--- src/rtl/wb_spi_slave.sv ---
// Wishbone-attached SPI mode-0 slave: 8-bit MSB-first frames, single-byte RX/TX
// holding registers, sticky status flags and a level interrupt. All SPI pins are oversampled.
module wb_spi_slave #(
  parameter logic [7:0] FILL_BYTE = 8'hFF
) (
  input  logic        clk,
  input  logic        reset,
  input  logic [31:0] wb_adr_i,
  input  logic [31:0] wb_dat_i,
  output logic [31:0] wb_dat_o,
  input  logic [3:0]  wb_sel_i,
  input  logic        wb_cyc_i,
  input  logic        wb_stb_i,
  input  logic        wb_we_i,
  output logic        wb_ack_o,
  input  logic        spi_sck,
  input  logic        spi_mosi,
  input  logic        spi_cs_n,
  output logic        spi_miso,
  output logic        spi_miso_oe,
  output logic        irq
);

  typedef enum logic {IDLE, ACTIVE} state_t;

  state_t      r_state, w_state_nxt;
  logic [2:0]  r_sck_sync, r_mosi_sync, r_cs_sync;
  logic        r_ack;
  logic [31:0] r_dat_o;
  logic [2:0]  r_ctrl;
  logic        r_irq;
  logic [2:0]  r_bitcount;
  logic [7:0]  r_rx_shift, r_rx_data, r_tx_shift, r_tx_hold;
  logic        r_rx_full, r_tx_full, r_overrun, r_underrun;

  logic        w_sck_rise, w_sck_fall, w_cs_fall, w_cs_rise, w_mosi;
  logic        w_start, w_abort, w_bit_rise, w_bit_fall, w_load, w_rx_done, w_busy;
  logic        w_req, w_rd_rx, w_wr_tx, w_wr_stat, w_wr_ctrl;
  logic [3:0]  w_reg;
  logic [31:0] w_rd_data;
  logic        w_unused;

  assign w_unused = ^{wb_sel_i, wb_adr_i[31:6], wb_adr_i[1:0], wb_dat_i[31:8]};

  // NOTE: sequential state uses non-blocking (<=) so every flop samples pre-edge values.
  always_ff @(posedge clk) begin
    if (reset) begin
      r_sck_sync  <= 3'b000;
      r_mosi_sync <= 3'b000;
      r_cs_sync   <= 3'b111;
    end else begin
      r_sck_sync  <= {r_sck_sync[1:0], spi_sck};
      r_mosi_sync <= {r_mosi_sync[1:0], spi_mosi};
      r_cs_sync   <= {r_cs_sync[1:0], spi_cs_n};
    end
  end

  assign w_sck_rise =  r_sck_sync[1] & ~r_sck_sync[2];
  assign w_sck_fall = ~r_sck_sync[1] &  r_sck_sync[2];
  assign w_cs_fall  = ~r_cs_sync[1]  &  r_cs_sync[2];
  assign w_cs_rise  =  r_cs_sync[1]  & ~r_cs_sync[2];
  assign w_mosi     =  r_mosi_sync[1];

  assign w_req     = wb_stb_i & wb_cyc_i & ~r_ack;
  assign w_reg     = wb_adr_i[5:2];
  assign w_rd_rx   = w_req & ~wb_we_i & (w_reg == 4'd0);
  assign w_wr_tx   = w_req &  wb_we_i & (w_reg == 4'd0);
  assign w_wr_stat = w_req &  wb_we_i & (w_reg == 4'd1);
  assign w_wr_ctrl = w_req &  wb_we_i & (w_reg == 4'd2);

  always_ff @(posedge clk) begin
    if (reset) r_state <= IDLE;
    else       r_state <= w_state_nxt;
  end

  // NOTE: every always_comb output gets a default first, so no path can infer a latch.
  always_comb begin
    w_state_nxt = r_state;
    w_start     = 1'b0;
    w_abort     = 1'b0;
    case (r_state)
      IDLE:
        if (w_cs_fall && r_ctrl[0]) begin
          w_state_nxt = ACTIVE;
          w_start     = 1'b1;
        end
      ACTIVE:
        if (w_cs_rise || !r_ctrl[0]) begin
          w_state_nxt = IDLE;
          w_abort     = 1'b1;
        end
      default: w_state_nxt = IDLE;
    endcase
  end

  // A deselect wins over an sck edge seen in the same cycle, so a master may drop
  // sck and raise cs_n together without triggering a spurious reload.
  assign w_busy     = (r_state == ACTIVE);
  assign w_bit_rise = w_busy & ~w_abort & w_sck_rise;
  assign w_bit_fall = w_busy & ~w_abort & w_sck_fall;
  assign w_load     = w_start | (w_bit_fall & (r_bitcount == 3'd0));
  assign w_rx_done  = w_bit_rise & (r_bitcount == 3'd7);

  always_ff @(posedge clk) begin
    if (reset) begin
      r_bitcount <= 3'd0;
      r_rx_shift <= 8'h00;
      r_rx_data  <= 8'h00;
      r_rx_full  <= 1'b0;
      r_overrun  <= 1'b0;
    end else begin
      if (w_start || w_abort) r_bitcount <= 3'd0;
      else if (w_bit_rise)    r_bitcount <= r_bitcount + 3'd1;
      if (w_bit_rise) r_rx_shift <= {r_rx_shift[6:0], w_mosi};
      if (w_wr_stat && wb_dat_i[2]) r_overrun <= 1'b0;
      if (w_rx_done) begin
        if (r_rx_full && !w_rd_rx) begin
          r_overrun <= 1'b1;
        end else begin
          r_rx_data <= {r_rx_shift[6:0], w_mosi};
          r_rx_full <= 1'b1;
        end
      end else if (w_rd_rx) begin
        r_rx_full <= 1'b0;
      end
    end
  end

  always_ff @(posedge clk) begin
    if (reset) begin
      r_tx_shift <= 8'h00;
      r_tx_hold  <= 8'h00;
      r_tx_full  <= 1'b0;
      r_underrun <= 1'b0;
    end else begin
      if (w_wr_stat && wb_dat_i[5]) r_underrun <= 1'b0;
      if (w_load) begin
        if (r_tx_full) begin
          r_tx_shift <= r_tx_hold;
          r_tx_full  <= 1'b0;
        end else begin
          r_tx_shift <= FILL_BYTE;
          r_underrun <= 1'b1;
        end
      end else if (w_bit_fall) begin
        r_tx_shift <= {r_tx_shift[6:0], 1'b0};
      end
      // A write in the same cycle as a load is kept for the next load.
      if (w_wr_tx) begin
        r_tx_hold <= wb_dat_i[7:0];
        r_tx_full <= 1'b1;
      end
    end
  end

  always_comb begin
    w_rd_data = 32'h0;
    case (w_reg)
      4'd0:    w_rd_data = {24'h0, r_rx_data};
      4'd1:    w_rd_data = {26'h0, r_underrun, w_busy, w_busy, r_overrun, r_tx_full, r_rx_full};
      4'd2:    w_rd_data = {29'h0, r_ctrl};
      default: w_rd_data = 32'h0;
    endcase
  end

  always_ff @(posedge clk) begin
    if (reset) begin
      r_ack   <= 1'b0;
      r_dat_o <= 32'h0;
      r_ctrl  <= 3'b000;
      r_irq   <= 1'b0;
    end else begin
      r_ack <= wb_stb_i & wb_cyc_i & ~r_ack;
      if (w_req && !wb_we_i) r_dat_o <= w_rd_data;
      if (w_wr_ctrl) r_ctrl <= wb_dat_i[2:0];
      r_irq <= r_ctrl[0] & ((r_ctrl[1] & r_rx_full) | (r_ctrl[2] & ~r_tx_full));
    end
  end

  assign wb_dat_o    = r_dat_o;
  assign wb_ack_o    = wb_stb_i & wb_cyc_i & r_ack;
  assign spi_miso    = w_busy ? r_tx_shift[7] : 1'b1;
  assign spi_miso_oe = w_busy & r_ctrl[0];
  assign irq         = r_irq;

endmodule

--- config.mk ---
export PLATFORM = sky130hd
export DESIGN_NAME = wb_spi_slave
export DESIGN_NICKNAME = d
export VERILOG_FILES = /design/src/rtl/wb_spi_slave.sv
export SDC_FILE = /design/constraint.sdc
export NUM_CORES = 1
export LEC_CHECK = 0
export CAP_MARGIN = 20
export CORE_ASPECT_RATIO = 1.5
export CORE_MARGIN = 8
export CORE_UTILIZATION = 46
export DETAILED_ROUTE_END_ITERATION = 8
export GPL_ROUTABILITY_DRIVEN = 0
export GPL_TIMING_DRIVEN = 0
export PLACE_DENSITY = 0.9
export SYNTH_ARGS = -nofsm -noshare
export SYNTH_HDL_FRONTEND = slang
export SYNTH_SLANG_ARGS = --single-unit
export TNS_END_PERCENT = 10
--- constraint.sdc ---
create_clock -name clk -period 5.79 [get_ports clk]
set_clock_uncertainty 0.15 [all_clocks]
set_input_delay 1.4475 -clock clk [delete_from_list [all_inputs] [get_ports clk]]
set_output_delay 1.4475 -clock clk [all_outputs]
set_load 0.01 [all_outputs]
==> results of run 1 <==
state kept, by name (all words and copies together), names as in the netlist:
name,count
irq,1
r_tx_hold,8
r_tx_shift,8
r_mosi_sync,2
r_overrun,1
r_ctrl,3
wb_dat_o,8
r_ack,1
r_sck_sync,3
r_rx_full,1
r_rx_data,8
r_rx_shift,7
r_bitcount,3
r_tx_full,1
r_underrun,1
r_cs_sync,3
r_state,1
stage by stage:
step | total power, mW | util | area (um2) | worst slack (ns)
global placement | 0.482 | 0.558 | 3230 | 1.50
global route | 0.829 | 0.588 | 3400 | 1.46
finish | 0.800 | 0.588 | 3400 | 1.51
floorplan | 0.462 | - | 2840 | 2.57
CTS | 0.805 | 0.588 | 3400 | 1.51
detailed placement | 0.482 | 0.558 | 3230 | 1.51
cell type report:
| class | instances | share of cell area |
|---|---|---|
| clock inverters | 2 | 0.00294 |
| well taps | 72 | 0.0265 |
| repair buffers | 30 | 0.0883 |
| inverters | 14 | 0.0155 |
| flip-flops and latches | 60 | 0.353 |
| multi-input cells | 210 | 0.385 |
| plain buffers | 43 | 0.0813 |
| clock buffers | 13 | 0.0467 |
power by group through the flow:
stage | Clock [mW] | Sequential, mW | Combinational, mW
after floorplan | 0 | 0.426 | 0.0358
after global placement | 0 | 0.426 | 0.0552
after detailed placement | 0 | 0.427 | 0.0558
after CTS | 0.332 | 0.417 | 0.0561
after global routing | 0.349 | 0.418 | 0.0625
final | 0.326 | 0.418 | 0.0571
cell families after synthesis:
family                     Yosys count
buffers and inverters               57
muxes                               21
other                                1
adders and majority gates            4
DFF                                 60
AOI/OAI and AO/OA                   57
and+or+nand+nor                    103
xor gates and xnor gates             1
worst max-delay path: stages:
cell             delay, ns
clkdlybuf4s50_1       0.53
and3_1                0.17
clkdlybuf4s50_1       0.53
worst max path at each step:
stage	endpoint	cells after the start
after floorplan	wb_ack_o	1
after global placement	wb_ack_o	3
after detailed placement	wb_ack_o	3
after CTS	wb_ack_o	3
after global routing	wb_ack_o	3
final	wb_ack_o	3
metal layers:
metal | vias to the layer above | routed length (um) | track usage
li1 | 1147 | - | -
met1 | 1068 | 2410 | 0.146
met2 | 66 | 3340 | 0.256
met3 | 16 | 408 | 0.0511
met4 | 0 | 199 | 0.106
met5 | - | 0 | 0
cell usage after synthesis (5+ instances only):
cell type / count / area share
a311oi_1: 6 / 0.019
a22oi_1: 9 / 0.025
nand2b_1: 10 / 0.023
o22ai_1: 7 / 0.016
buf_4: 25 / 0.068
a31o_1: 6 / 0.019
buf_2: 5 / 0.0091
clkbuf_1: 9 / 0.012
nand2_1: 34 / 0.046
dfxtp_1: 60 / 0.44
mux2i_1: 21 / 0.076
a21oi_1: 12 / 0.022
nor2b_1: 8 / 0.018
inv_1: 14 / 0.019
nor2_1: 23 / 0.031
==> results.md, run 1 <==
- Status: finished clean
- # clock sinks: 60
- Initial DRC Count: 177
- Register bit count reported by yosys: 60
- Vias in the first global route: 2275
- Routed WL per cell: 14.3 um
- Register area share after synthesis: 0.436
- Synth async-reset ratio: 0
- Comb pwr share: 0.071
- Avg Cell Area, Syn: 9.06 um2
- Synth Area in Compound Gates: 0.156
- Synth Cell Area: 2750 um2
- Detailed Routing Iterations Pass 1: 4
- Total number of vias: 2297
- Final worst path period share: 0.739
- Detail-routed via count per cell: 5.17
- Core area: 5790 um2
- Crit end category: primary output
- Post-synthesis xor/xnor area fraction: 0.00318
- WHS Path Cells: 1
- Most common cell after layout, fill and taps aside: dfxtp_1
- Arr. time, crit path: 2.68 ns
- Worst setup path start: wb_cyc_i
- Crit Path Class: in -> out
- Max Buffers Root-to-Sink: 2
- Clock-pin slew on the worst setup and hold paths: 0.06 ns
- Sw Share: 0.227
- Hold endpoint: r_cs_sync[1]
- CTS root buf: clkbuf_8
- R2r setup slk: 3.90 ns
- Least-Margin Pin Slew: 0.789 ns
- GRT Util Overall: 0.151
- Die height: 111 um
- Post-synth EDFFs: 0
- Dpl cells: 429
- Post-Synthesis Cells: 304
- RR Endpoint: r_rx_data[4]
- Pwr dens: 235 nW/um2
- Worst-Skew Late Latency: 0.34 ns
- CTS resizes: 0
- R2R Path Start: r_ctrl[0]
- Row count: 34
- Final net count: 447
- Hold path start: r_cs_sync[0]
- Initial antenna violation count: 0
- Ys Warns: 0
- Sequential Area: 1200 um2
- Unrepaired setup endpoints after global routing: false
- Post-route setup TNS: 0 ns
- Drt total wl: 6360 um
- Simple-Gate Fraction of Synth Area: 0.190
- Hold WC Path Type: reg -> reg
- TritonCTS clock tree: yes
- Final cell count without fillers: 444
- Adder and majority cell fraction of the synthesized area: 0.0173
- CP startpoint kind: primary input
- Peak supply drop: 0.151 mV
- HPWL Detailed: 4780 um
- Total grt overflow: 0
- Most frequent cells in the layout: dfxtp_1, nand2_1, clkdlybuf4s50_1
- First-pass GRT wire length: 10500 um
- R2R depth: 5
- Num CTS Buffers: 9
- Fin. max-slew vios: 0
- Hold Violations, Final: 0
- Worst Hold Margin: 0.254 ns
- CP required: 4.19 ns
- Ys flop type: dfxtp_1
- Largest family of logic cells by synthesized area: simple AND/OR/NAND/NOR gates
- Initial core utilization: 0.476
- Die ar.: 8770 um2
- Postcts setup bufs: 0
- Inserted Diodes: 0
- Switch Pwr: 0.181 mW
- Leak Pwr: 1.33 nW
- Filler instances: 512
- Seq pwr share: 0.522
- # port buffers: 30
- Mux cell area share after synthesis: 0.0763
- Worst relative slew slack: 0.461
- Layout cells sized above 1: 0.145
- H-tree lvl count: 3
- Fmax: 234 MHz
- Internal power: 0.619 mW
- Synth unique cells: 43
- Area Overhead vs Synth: 23.4%
- Pin count of the biggest net entering global routing: 11
- Hold_buf cts: 0
- Fin crit period: 4.28 ns
- Multi-input combinational cell area: 1310 um2
- Drt drc: 0
- IO Pins: 112
- Max cap viols: 0
- Worst-path fanout max: 4
- Power share of the clock group: 0.407
- Endpoints failing setup: 0
- Final ANT Viol Nets: 0
- Die W: 79.2 um
Power figures use the tool's default switching activity.
==> run 2, diff against run 1 <==
CORE_UTILIZATION = 43   (was 46)
PLACE_DENSITY = 0.85   (was 0.9)
clock period = 4.2 ns   (was 5.79 ns; I/O delays follow)
==> run 2 against run 1 <==
Via count up 0.78%; total power up 69%; final cell count up 0.68%; critical endpoint unchanged; largest cell class unchanged; largest power group is now clock.
==> results.md, run 2 (same netlist as run 1, synthesis figures left out) <==
- CTS resizes: 0 (unchanged)
- Most common cell after layout, fill and taps aside: dfxtp_1
- Most frequent cells in the layout: dfxtp_1, nand2_1, clkdlybuf4s50_1
- First-pass GRT wire length: 10900 um (+4.3%)
- Postcts setup bufs: 0 (unchanged)
- Setup WS pre-CTS: 0.708 ns (-0.806 ns)
- Post-route setup TNS: 0 ns (unchanged)
- Area Overhead vs Synth: 27.2%
- Endpoints failing setup: 0 (unchanged)
- Total grt overflow: 0 (unchanged)
- HPWL Detailed: 4920 um (+2.8%)
- Worst relative slew slack: 0.504 (+0.0436)
- Total number of vias: 2315 (+0.78%)
- Fin crit period: 3.49 ns
- Max Buffers Root-to-Sink: 2 (unchanged)
- Initial DRC Count: 206 (+16%)
- Die ar.: 9270 um2 (+5.7%)
- Inserted Diodes: 0 (unchanged)
- Fin. max-slew vios: 0 (unchanged)
- Arr. time, crit path: 2.29 ns (-0.39 ns)
- CTS root buf: clkbuf_8
- Crit end category: primary output
- CP startpoint kind: primary input
- Leak Pwr: 1.37 nW (+3.4%)
- Core area: 6170 um2 (+6.7%)
- Peak supply drop: 0.193 mV (+28%)
- Initial core utilization: 0.446 (-0.0300)
- Detail-routed via count per cell: 5.18 (+0.11%)
- Drt drc: 0 (unchanged)
- Row count: 35 (+2.9%)
- Pin count of the biggest net entering global routing: 13 (+2)
- Drt total wl: 6740 um (+5.9%)
- Final worst path period share: 0.831
- H-tree lvl count: 3 (unchanged)
- Crit Path Class: in -> out
- Initial antenna violation count: 0 (unchanged)
- Final setup margin: 0.710 ns (-0.800 ns)
- Worst-Skew Late Latency: 0.35 ns (about the same)
- Multi-input combinational cell area: 1310 um2 (unchanged)
- CP required: 3.00 ns (-1.19 ns)
- Pwr dens: 387 nW/um2 (+64%)
- IO Pins: 112 (unchanged)
- Routed WL per cell: 15.1 um (+5.2%)
- GRT Util Overall: 0.152 (+0.00159)
- Max cap viols: 0 (unchanged)
- Least-Margin Pin Slew: 0.725 ns (-0.0637 ns)
- Die W: 81.3 um (+2.7%)
- # port buffers: 30 (unchanged)
- # clock sinks: 60 (unchanged)
- Sequential Area: 1200 um2 (unchanged)
- Hold Violations, Final: 0 (unchanged)
- Status: finished clean
- Layout cells sized above 1: 0.153 (+0.00765)
- Filler instances: 529 (+3.3%)
- Num CTS Buffers: 9 (unchanged)
- Final net count: 447 (unchanged)
- Clock-pin slew on the worst setup and hold paths: 0.07 ns (about the same)
- Worst-path fanout max: 4 (unchanged)
- Unrepaired setup endpoints after global routing: false
- Fmax: 287 MHz
- Vias in the first global route: 2313 (+1.7%)
- Hold_buf cts: 0 (unchanged)
- Die height: 114 um (+2.9%)
- Final ANT Viol Nets: 0 (unchanged)
- Hold WC Path Type: reg -> reg
- Detailed Routing Iterations Pass 1: 4 (unchanged)
- TritonCTS clock tree: yes
-- run 2: cell count changes in the layout (fill, tap and decap cells not counted), sizes merged --
cell | before | now
inv | 14 | 16
clkinv | 2 | 1
bufinv | 0 | 4
clkbuf | 22 | 18
-- run 2: through the flow --
step | cell area [um2] | instances | total power [mW] | hold slack (ns) | utilization
global placement | 3230 | 431 | 0.664 | 0.245 | 0.524
global route | 3500 | 447 | 1.40 | 0.298 | 0.567
floorplan | 2840 | 327 | 0.637 | 0.239 | -
detailed placement | 3230 | 431 | 0.665 | 0.243 | 0.524
finish | 3500 | 447 | 1.36 | 0.255 | 0.567
CTS | 3500 | 447 | 1.36 | 0.259 | 0.567
-- run 2: where the power goes --
part	total, mW	internal, mW	switching [mW]	leakage, nW
registers	0.575	0.573	0.00218	0.485
clock network	0.701	0.459	0.242	0.134
logic	0.0796	0.0390	0.0406	0.752
-- run 2: worst paths after layout --
check	start	to	slack (ns)	cells after the start
max	wb_stb_i	wb_ack_o	0.71	3
min	r_cs_sync[0]	r_cs_sync[1]	0.26	1
max reg2reg	r_ctrl[0]	r_rx_data[4]	2.32	5
min reg2reg	r_cs_sync[0]	r_cs_sync[1]	0.26	1
-- run 2: final cells by class --
cell class | count | share of cell area
inverters | 14 | 0.0150
clock buffers | 9 | 0.0354
flip-flops and latches | 60 | 0.343
clock inverters | 7 | 0.0418
repair buffers | 30 | 0.0857
well taps | 74 | 0.0264
multi-input cells | 210 | 0.374
plain buffers | 43 | 0.0789
-- run 2: critical path, stage by stage --
cell and delay, ns:
clkdlybuf4s50_1 0.53, and3_1 0.17, clkdlybuf4s50_1 0.54
-- run 2: per-layer routing --
| layer | track usage | wire [um] | share of wire | vias up |
|---|---|---|---|---|
| met2 | 0.269 | 3560 | 0.53 | 69 |
| met1 | 0.149 | 2520 | 0.37 | 1085 |
| li1 | - | - | - | 1140 |
| met4 | 0.101 | 278 | 0.041 | 0 |
| met3 | 0.0378 | 383 | 0.057 | 21 |
| met5 | 0 | 0 | 0 | - |
==> run 3, diff against run 2 <==
CORE_UTILIZATION = 39   (was 43)
PLACE_DENSITY = 0.81   (was 0.85)
clock period = 3.2 ns   (was 4.2 ns; I/O delays follow)
==> run 3 against run 2 <==
Clock-buffer cell count rose by 6; combinational power rose by 32%; core utilization fell by 6.8 points; setup slack got worse by 0.55 ns; non-clock buffer count did not move; global-route usage fell by 2.1 points; sequential share of layout area rose by 0.84 points; critical path type unchanged.
==> results.md, run 3 (same netlist as run 1, synthesis figures left out) <==
- Status: finished clean
- R2r setup slk: 1.32 ns (-1.00 ns)
- # clock sinks: 60 (unchanged)
- GRT Util Overall: 0.131 (-0.0207)
- Die W: 84.6 um (+4.0%)
- Worst setup path start: wb_stb_i
- # port buffers: 30 (unchanged)
- Max stage delay on crit path: 0.57 ns (+0.03 ns)
- WP depth: 3 (unchanged)
- CP required: 2.25 ns (-0.75 ns)
- Initial antenna violation count: 0 (unchanged)
- Most frequent cells in the layout: dfxtp_1, nand2_1, clkdlybuf4s50_1
- Row count: 37 (+5.7%)
- Final net count: 447 (unchanged)
- Least-Margin Pin Slew: 0.739 ns (+0.0143 ns)
- Drt total wl: 6450 um (-4.3%)
- First-pass GRT wire length: 10600 um (-2.7%)
- Unrepaired setup endpoints after global routing: false
- Most common cell after layout, fill and taps aside: dfxtp_1
- Max Buffers Root-to-Sink: 2 (unchanged)
- TritonCTS clock tree: yes
- Worst Hold Margin: 0.265 ns (+0.00984 ns)
- Family with the most delay on the worst path: buffers and inverters
- Fin. max-slew vios: 0 (unchanged)
- Initial core utilization: 0.402 (-0.0441)
- Initial DRC Count: 163 (-21%)
- Dpl cells: 435 (+0.93%)
- Routed WL per cell: 14.3 um (-5.1%)
- Clock-pin slew on the worst setup and hold paths: 0.06 ns (about the same)
- Drt drc: 0 (unchanged)
- Setup WS pre-CTS: 0.165 ns (-0.543 ns)
- R2R depth: 5 (unchanged)
- Final ANT Viol Nets: 0 (unchanged)
- Worst-path fanout max: 4 (unchanged)
- Hold_buf cts: 0 (unchanged)
- Max cap viols: 0 (unchanged)
- HPWL Detailed: 4870 um (-1.1%)
- Filler instances: 641 (+21%)
- Arr. time, crit path: 2.09 ns (-0.20 ns)
- IO Pins: 112 (unchanged)
- Fin crit period: 3.04 ns
- CP max stage cell: clkdlybuf4s50_1
- R2R Path Start: r_ctrl[0]
- Final setup margin: 0.163 ns (-0.546 ns)
- Postcts setup bufs: 0 (unchanged)
- Pwr dens: 431 nW/um2 (+11%)
- Endpoints failing setup: 0 (unchanged)
- Hold WC Path Type: reg -> reg
- Layout cells sized above 1: 0.145 (-0.00804)
- Pin count of the biggest net entering global routing: 11 (-2)
- Vias in the first global route: 2341 (+1.2%)
- Total grt overflow: 0 (unchanged)
- Most used cell, CP: clkdlybuf4s50_1
- CP bufs+invs: 2 (unchanged)
- Final worst path period share: 0.949
- Fmax: 329 MHz
- Die height: 119 um (+4.3%)
- Die ar.: 10100 um2 (+8.5%)
- Core area: 6850 um2 (+11%)
- Detailed Routing Iterations Pass 1: 4 (unchanged)
- Worst relative slew slack: 0.494 (-0.00977)
- H-tree lvl count: 3 (unchanged)
- Inserted Diodes: 0 (unchanged)
- CTS root buf: clkbuf_8
- Total number of vias: 2312 (-0.13%)
- WHS Path Cells: 1 (unchanged)
- Leak Pwr: 1.33 nW (-3.0%)
- Post-route setup TNS: 0 ns (unchanged)
- Peak supply drop: 0.176 mV (-8.8%)
- Worst-Skew Late Latency: 0.33 ns (-0.02 ns)
- Crit Path Class: in -> out
- Detail-routed via count per cell: 5.13 (-1.0%)
- Hold path start: r_cs_sync[0]
- Hold Violations, Final: 0 (unchanged)
- CTS resizes: 0 (unchanged)
- Crit end category: primary output
- Num CTS Buffers: 9 (unchanged)
- Area Overhead vs Synth: 24.2%
- RR Endpoint: r_rx_data[4]
- Final cell count without fillers: 451 (+0.89%)
- CP startpoint kind: primary input
- CP Cell Sequence: clkdlybuf4s50_1 > and3_1 > clkdlybuf4s50_1
- Hold endpoint: r_cs_sync[1]
==> run 3: cell type report <==
cell class	instances	area [um2]	share of cell area
sequential	60	1200	0.351
timing repair buffer	30	300	0.0878
clock inverter	1	5.00	0.00146
buffer	43	277	0.0809
multi-input combinational	210	1310	0.383
tap	78	97.6	0.0285
inverter	14	52.6	0.0154
clock buffer	15	176	0.0516
==> run 3: worst max path at each step <==
stage                         to
floorplan           r_rx_data[2]
global placement        wb_ack_o
detailed placement      wb_ack_o
CTS                     wb_ack_o
global route            wb_ack_o
finish                  wb_ack_o
==> run 3: through the flow <==
stage / instance area (um2) / power [mW] / utilization
2_1_floorplan: 2840 / 0.835 / -
3_3_place_gp: 3240 / 0.872 / 0.473
3_5_place_dp: 3240 / 0.873 / 0.473
4_1_cts: 3420 / 1.48 / 0.499
5_1_grt: 3420 / 1.53 / 0.499
6_report: 3420 / 1.47 / 0.499
==> run 3: per-layer routing <==
metal	track usage	vias to the layer above	routed length (um)
li1	-	1140	-
met1	0.119	1081	2350
met2	0.237	71	3380
met3	0.0523	20	454
met4	0.0840	0	263
met5	0	-	0
==> run 3: power breakdown <==
| group | switching (mW) | internal (mW) |
|---|---|---|
| registers | 0.00277 | 0.752 |
| clock network | 0.271 | 0.344 |
| logic | 0.0535 | 0.0512 |
| total | 0.327 | 1.15 |
==> run 3: worst register-to-register path, cell delays in order, from the launching register on <==
cell and delay [ns]:
dfxtp_1 0.51, nor2b_1 0.21, and4_1 0.27, clkbuf_1 0.36
nand4_1 0.17, a21oi_1 0.14
